$ cat src/rtl/pipe_stage_reg_if.sv
// Handshake bundle for pipe_stage_reg: upstream offer/accept and downstream present/accept.
// master = environment driving the stage, slave = the stage itself.
interface pipe_stage_reg_if #(
  parameter int DATA_W = 32,
  parameter int CTRL_W = 16
);
  logic              in_valid;
  logic              in_ready;
  logic [DATA_W-1:0] in_data;
  logic [CTRL_W-1:0] in_ctrl;
  logic              out_valid;
  logic              out_ready;
  logic [DATA_W-1:0] out_data;
  logic [CTRL_W-1:0] out_ctrl;

  modport master (
    output in_valid, in_data, in_ctrl, out_ready,
    input  in_ready, out_valid, out_data, out_ctrl
  );

  modport slave (
    input  in_valid, in_data, in_ctrl, out_ready,
    output in_ready, out_valid, out_data, out_ctrl
  );
endinterface

$ cat src/rtl/pipe_stage_reg.sv
// Elastic pipeline register with flush-to-bubble, cleared ctrl field and saturating stall counter.
// Define RV_PIPE_SKID_EN for the two-entry skid buffer with registered in_ready.
module pipe_stage_reg #(
  parameter int DATA_W      = 32,
  parameter int CTRL_W      = 16,
  parameter int STALL_CNT_W = 16
) (
  input  logic                   clk,
  input  logic                   reset,
  input  logic                   flush,
  input  logic                   clr_stats,
  pipe_stage_reg_if.slave        bus,
  output logic [1:0]             occupancy,
  output logic [STALL_CNT_W-1:0] stall_cnt
);

  // Encoding equals the number of held entries so occupancy is the state register.
  typedef enum logic [1:0] {EMPTY = 2'd0, ONE = 2'd1, TWO = 2'd2} state_e;

  state_e            state_q;
  logic [DATA_W-1:0] data_q;
  logic [CTRL_W-1:0] ctrl_q;
  logic              out_valid;
  logic              in_ready;
  logic              in_fire;
  logic              out_fire;

  assign out_valid = (state_q != EMPTY);
  assign in_fire   = bus.in_valid & in_ready;
  assign out_fire  = out_valid & bus.out_ready;

`ifdef RV_PIPE_SKID_EN
  logic [DATA_W-1:0] skid_data_q;
  logic [CTRL_W-1:0] skid_ctrl_q;
  logic              in_ready_q;

  assign in_ready = in_ready_q;

  always_ff @(posedge clk or posedge reset) begin
    if (reset) begin
      state_q     <= EMPTY;
      data_q      <= '0;
      ctrl_q      <= '0;
      skid_data_q <= '0;
      skid_ctrl_q <= '0;
      in_ready_q  <= 1'b1;
    end else if (flush) begin
      // Data is kept for debug; only validity and ctrl are dropped.
      state_q    <= EMPTY;
      ctrl_q     <= '0;
      in_ready_q <= 1'b1;
    end else begin
      case (state_q)
        EMPTY: if (in_fire) begin
          state_q <= ONE;
          data_q  <= bus.in_data;
          ctrl_q  <= bus.in_ctrl;
        end
        ONE: begin
          if (in_fire && out_fire) begin
            data_q <= bus.in_data;
            ctrl_q <= bus.in_ctrl;
          end else if (in_fire) begin
            state_q     <= TWO;
            skid_data_q <= bus.in_data;
            skid_ctrl_q <= bus.in_ctrl;
            in_ready_q  <= 1'b0;
          end else if (out_fire) begin
            state_q <= EMPTY;
            ctrl_q  <= '0;
          end
        end
        TWO: if (out_fire) begin
          state_q    <= ONE;
          data_q     <= skid_data_q;
          ctrl_q     <= skid_ctrl_q;
          in_ready_q <= 1'b1;
        end
        default: begin
          state_q    <= EMPTY;
          ctrl_q     <= '0;
          in_ready_q <= 1'b1;
        end
      endcase
    end
  end
`else
  // Pass-through accept: a full stage takes a new entry in the cycle it hands one off.
  assign in_ready = ~out_valid | bus.out_ready;

  always_ff @(posedge clk or posedge reset) begin
    if (reset) begin
      state_q <= EMPTY;
      data_q  <= '0;
      ctrl_q  <= '0;
    end else if (flush) begin
      state_q <= EMPTY;
      ctrl_q  <= '0;
    end else begin
      case (state_q)
        EMPTY: if (in_fire) begin
          state_q <= ONE;
          data_q  <= bus.in_data;
          ctrl_q  <= bus.in_ctrl;
        end
        ONE: begin
          if (in_fire) begin
            data_q <= bus.in_data;
            ctrl_q <= bus.in_ctrl;
          end else if (out_fire) begin
            state_q <= EMPTY;
            ctrl_q  <= '0;
          end
        end
        default: begin
          state_q <= EMPTY;
          ctrl_q  <= '0;
        end
      endcase
    end
  end
`endif

  logic [STALL_CNT_W-1:0] stall_q;
  logic [STALL_CNT_W-1:0] stall_d;

  always_comb begin
    stall_d = stall_q;
    if (clr_stats)
      stall_d = '0;
    else if (out_valid && !bus.out_ready && !(&stall_q))
      stall_d = stall_q + STALL_CNT_W'(1);
  end

  always_ff @(posedge clk or posedge reset) begin
    if (reset) stall_q <= '0;
    else       stall_q <= stall_d;
  end

  assign bus.in_ready  = in_ready;
  assign bus.out_valid = out_valid;
  assign bus.out_data  = data_q;
  assign bus.out_ctrl  = ctrl_q;
  assign occupancy     = state_q;
  assign stall_cnt     = stall_q;

endmodule

$ cat src/flat_wrapper.sv
// flat-port wrapper written by rule: the top's interface ports become plain ports
module pipe_stage_reg_flat 
#(
  parameter int DATA_W      = 32,
  parameter int CTRL_W      = 16,
  parameter int STALL_CNT_W = 16
)
  (clk, reset, flush, clr_stats, occupancy, stall_cnt, bus_in_valid, bus_in_data, bus_in_ctrl, bus_out_ready, bus_in_ready, bus_out_valid, bus_out_data, bus_out_ctrl);
  pipe_stage_reg_if #(.DATA_W(DATA_W), .CTRL_W(CTRL_W)) bus_i ();
  input  logic clk;
  input  logic reset;
  input  logic flush;
  input  logic clr_stats;
  output logic [1:0] occupancy;
  output logic [STALL_CNT_W-1:0] stall_cnt;
  input wire logic [$bits(bus_i.in_valid)-1:0] bus_in_valid;
  input wire logic [$bits(bus_i.in_data)-1:0] bus_in_data;
  input wire logic [$bits(bus_i.in_ctrl)-1:0] bus_in_ctrl;
  input wire logic [$bits(bus_i.out_ready)-1:0] bus_out_ready;
  output wire logic [$bits(bus_i.in_ready)-1:0] bus_in_ready;
  output wire logic [$bits(bus_i.out_valid)-1:0] bus_out_valid;
  output wire logic [$bits(bus_i.out_data)-1:0] bus_out_data;
  output wire logic [$bits(bus_i.out_ctrl)-1:0] bus_out_ctrl;
  assign bus_i.in_valid = bus_in_valid;
  assign bus_i.in_data = bus_in_data;
  assign bus_i.in_ctrl = bus_in_ctrl;
  assign bus_i.out_ready = bus_out_ready;
  assign bus_in_ready = bus_i.in_ready;
  assign bus_out_valid = bus_i.out_valid;
  assign bus_out_data = bus_i.out_data;
  assign bus_out_ctrl = bus_i.out_ctrl;
  pipe_stage_reg #(.DATA_W(DATA_W), .CTRL_W(CTRL_W), .STALL_CNT_W(STALL_CNT_W)) u_core (.clk(clk), .reset(reset), .flush(flush), .clr_stats(clr_stats), .bus(bus_i), .occupancy(occupancy), .stall_cnt(stall_cnt));
endmodule
$ cat config.mk
export PLATFORM = sky130hd
export DESIGN_NAME = pipe_stage_reg_flat
export DESIGN_NICKNAME = d
export VERILOG_FILES = /design/src/rtl/pipe_stage_reg_if.sv /design/src/rtl/pipe_stage_reg.sv /design/src/flat_wrapper.sv
export SDC_FILE = /design/constraint.sdc
export NUM_CORES = 1
export LEC_CHECK = 0
export ABC_AREA = 1
export CAP_MARGIN = 10
export CORE_ASPECT_RATIO = 1.2
export CORE_MARGIN = 2
export CORE_UTILIZATION = 46
export CTS_BUF_LIST = sky130_fd_sc_hd__clkbuf_16
export DETAILED_ROUTE_END_ITERATION = 6
export GPL_TIMING_DRIVEN = 0
export PLACE_DENSITY = 0.83
export SYNTH_ARGS = -nofsm -noshare
export SYNTH_HDL_FRONTEND = slang
export SYNTH_SLANG_ARGS = --single-unit
export TNS_END_PERCENT = 20
$ cat constraint.sdc
create_clock -name clk -period 3.8 [get_ports clk]
set_input_delay 0.38 -clock clk [delete_from_list [all_inputs] [get_ports clk]]
set_output_delay 0.38 -clock clk [all_outputs]
set_load 0.01 [all_outputs]
==> flow_summary.toml <==
[run_status]
run_status = "completed"

[grt]
global_route.usage.total_pct = 22.2
grt_pass1_wl_microns = 12200
global_route.overflow_total = 0
grt_max_degree = 42
number_of_global_route_vias_before_repair = 2474
number_of_antenna_violations_at_the_first_check_in_global_routing = 0

[route]
avgRoutedWirePerCell_microns = 14.6
total_wire_length_after_detailed_routing_microns = 7500
drt_pre_antenna_iters = 4
detail_route.vias_per_cell = 5.00
topRoutingLayerUsed = "met4"
routed-via-count = 2565
drtAntennaViolNets = 0
routedLengthMet1_microns = 3030
met2WireLength_microns = 3880
met3RoutedLength_microns = 484
drtIter0Drc = 114
total_drc_errors_in_the_routed_layout = 0

[timing]
finalSetupViolCount = 0
report.final.hold_viol_count = 0
finalSetupTns_ns = 0
timing.slew.headroom_pct = 42.3
pins_over_their_slew_limit = 0
max_slew.worst_pin.slew_ns = 0.864
layout_min_cycle_time_ns = 2.02
rsz_0062_raised_after_global_routing = "no"
finClkSkew_ns = 0.00447
max_clock_freq_mhz = 494
period_share_pct = 53.3

[layout]
antenna_cells = 0
final_net_count = 483
most-common-layout-cells = "sky130_fd_sc_hd__clkdlybuf4s50_1 (120), sky130_fd_sc_hd__dfrtp_1 (65), sky130_fd_sc_hd__nand2_1 (53)"
layout.cells.non_filler = 513
drive_above_1_share_pct = 14.4
layout_commonest_cell = "sky130_fd_sc_hd__clkdlybuf4s50_1"
synthToLayoutAreaGrowth_pct = 53.8
finalCoreUtilization_pct = 73.9
post-route-cell-area_sq_um = 4500

[floorplan]
die_height_microns = 91.3
floorplan.die_area_sq_um = 7010
dieWidth_microns = 76.8
placeableCoreArea_sq_um = 6090
initial_utilization_pct = 48.0
rows = 31
ios = 122

[synthesis]
syn_nets = 351
netlist_area_sq_um = 2920
synth-seq-area-share_pct = 55.6
synth.distinct_cells = 25
synth.avg_cell_area_sq_um = 9.88
ys_ff_latch = 65
synth_cells = 296
yosysWarningCount = 0

[setup_path]
crit_slowest_cell = "sky130_fd_sc_hd__clkdlybuf4s50_1"
critPathCaptureType = "primary output"
required_time_of_the_critical_path_ns = 3.42
cpPeakStageDelay_ns = 0.51
dominant_cell_type_by_count_on_the_critical_path = "sky130_fd_sc_hd__clkdlybuf4s50_1"
cp-start-kind = "primary input"
critPathKind = "primary input to primary output"
arrival_time_at_the_worst_endpoint_ns = 1.64
path_delay_family = "buffers and inverters"
cp_cell_sequence = "clkdlybuf4s50_1 -> nor2_2 -> inv_2 -> clkdlybuf4s50_1"
critical_path_buf_inv_count = 3
critical_path_peak_fanout = 5

[placed_design]
portBuffers = 120
dpl_wire_length_microns = 5630
place.gp.congestion = 0.896
dpl-instance-area_sq_um = 4250
total_instance_count_after_detailed_placement = 499

[cts]
latest_clock_arrival_within_the_worst_skew_pair_ns = 0.32
clock_transition_at_the_registers_of_the_reported_paths_ns = 0.05
postCtsResizedCells = 0
cts_tree = "done"
clockBufferDepth = 2
clock-sinks = 65
cts_max_level = 3
cts-buffers-inserted = 9
cts_hold_buf = 0
post-cts-setup-buffer-count = 0
clock_tree.root_cell = "sky130_fd_sc_hd__clkbuf_16"

[power]
power_density_nw_per_um2 = 417
total_leakage_power_nw = 1.97
post-layout-total-power_mw = 1.88
vdd_drop_max_mv = 0.297

[job]
maxCapViolCount = 0

[worst_hold_path]
worst_hold_path_type = "register to register"
-- cell families after synthesis --
| logic type | Yosys count | synth area share [%] |
|---|---|---|
| DFF | 65 | 55.6 |
| other | 1 | 0.128 |
| adders and majority gates | 1 | 0.428 |
| AOI/OAI and AO/OA | 26 | 5.52 |
| muxes | 32 | 12.3 |
| buffers and inverters | 57 | 8.47 |
| and+or+nand+nor | 111 | 16.6 |
| xor gates and xnor gates | 3 | 0.899 |
-- flip-flops by register name (all words and copies together) (netlist names) --
signal and cells:
u_core.bus.out_data 32, u_core.stall_cnt 16, u_core.bus.out_ctrl 16, u_core.occupancy 1
-- final timing paths --
check / to / slack, ns / cells past startpoint / start
setup / recovery: bus_in_ready / 1.78 / 4 / bus_out_ready
setup reg to reg: u_core.stall_cnt[15] / 1.93 / 8 / u_core.stall_cnt[0]
max in group asynchronous: u_core.bus.out_data[23] / 2.61 / 3 / reset
hold / removal: u_core.bus.out_data[10] / 0.50 / 1 / u_core.bus.out_data[10]
min in group asynchronous: u_core.bus.out_data[14] / 0.57 / 2 / reset
hold reg to reg: u_core.bus.out_data[10] / 0.50 / 1 / u_core.bus.out_data[10]
-- layer usage --
layer  up-vias  GRT usage (%)
met5         -              0
met4         0           8.79
met1      1233           26.5
met3        11           5.37
met2       102           38.4
li1       1219              -
-- power by group --
group	leakage, nW	switching (mW)	internal, mW
Sequential	0.827	0.0364	0.764
Combinational	1.02	0.141	0.233
Clock	0.122	0.278	0.426
Total	1.97	0.455	1.42
-- cells in the mapped netlist --
| cell type | number | area share (%) |
|---|---|---|
| sky130_fd_sc_hd__nor2_1 | 25 | 3.2 |
| sky130_fd_sc_hd__clkbuf_1 | 2 | 0.26 |
| sky130_fd_sc_hd__a21oi_1 | 6 | 1.0 |
| sky130_fd_sc_hd__buf_4 | 4 | 1.0 |
| sky130_fd_sc_hd__ha_1 | 1 | 0.43 |
| sky130_fd_sc_hd__nor2_2 | 2 | 0.43 |
| sky130_fd_sc_hd__inv_1 | 45 | 5.8 |
| sky130_fd_sc_hd__o22ai_1 | 16 | 3.4 |
| sky130_fd_sc_hd__o21ai_1 | 1 | 0.17 |
| sky130_fd_sc_hd__nand3_1 | 19 | 3.3 |
| sky130_fd_sc_hd__xnor2_1 | 1 | 0.30 |
| sky130_fd_sc_hd__buf_6 | 2 | 0.77 |
| sky130_fd_sc_hd__inv_2 | 1 | 0.13 |
| sky130_fd_sc_hd__nand2_1 | 53 | 6.8 |
| sky130_fd_sc_hd__mux2_2 | 32 | 12 |
| sky130_fd_sc_hd__nand4_1 | 9 | 1.9 |
| sky130_fd_sc_hd__o21ai_4 | 1 | 0.56 |
| sky130_fd_sc_hd__nor2_4 | 2 | 0.77 |
| sky130_fd_sc_hd__xor2_1 | 2 | 0.60 |
| sky130_fd_sc_hd__clkinv_2 | 1 | 0.17 |
| sky130_fd_sc_hd__dfrtp_1 | 65 | 56 |
| sky130_fd_sc_hd__o21ai_0 | 2 | 0.34 |
| sky130_fd_sc_hd__nand2_2 | 1 | 0.21 |
| sky130_fd_sc_hd__buf_2 | 2 | 0.34 |
| sky130_fd_sc_hd__conb_1 | 1 | 0.13 |
-- metrics by stage --
step | hold slack, ns | worst slack [ns]
6_report | 0.501 | 1.78
4_1_cts | 0.504 | 1.78
2_1_floorplan | 0.446 | 1.79
3_5_place_dp | 0.492 | 1.69
5_1_grt | 0.512 | 1.71
3_3_place_gp | 0.486 | 0.672
-- final cells by class --
class | instances | area, sq um
timing repair buffer | 121 | 1220
buffer | 10 | 70.1
fill | 451 | 1590
inverter | 47 | 178
multi-input combinational | 174 | 1050
clock inverter | 5 | 25.0
clock buffer | 9 | 225
tap | 82 | 103
sequential | 65 | 1630
No activity file was read; power rests on OpenSTA's default activity.
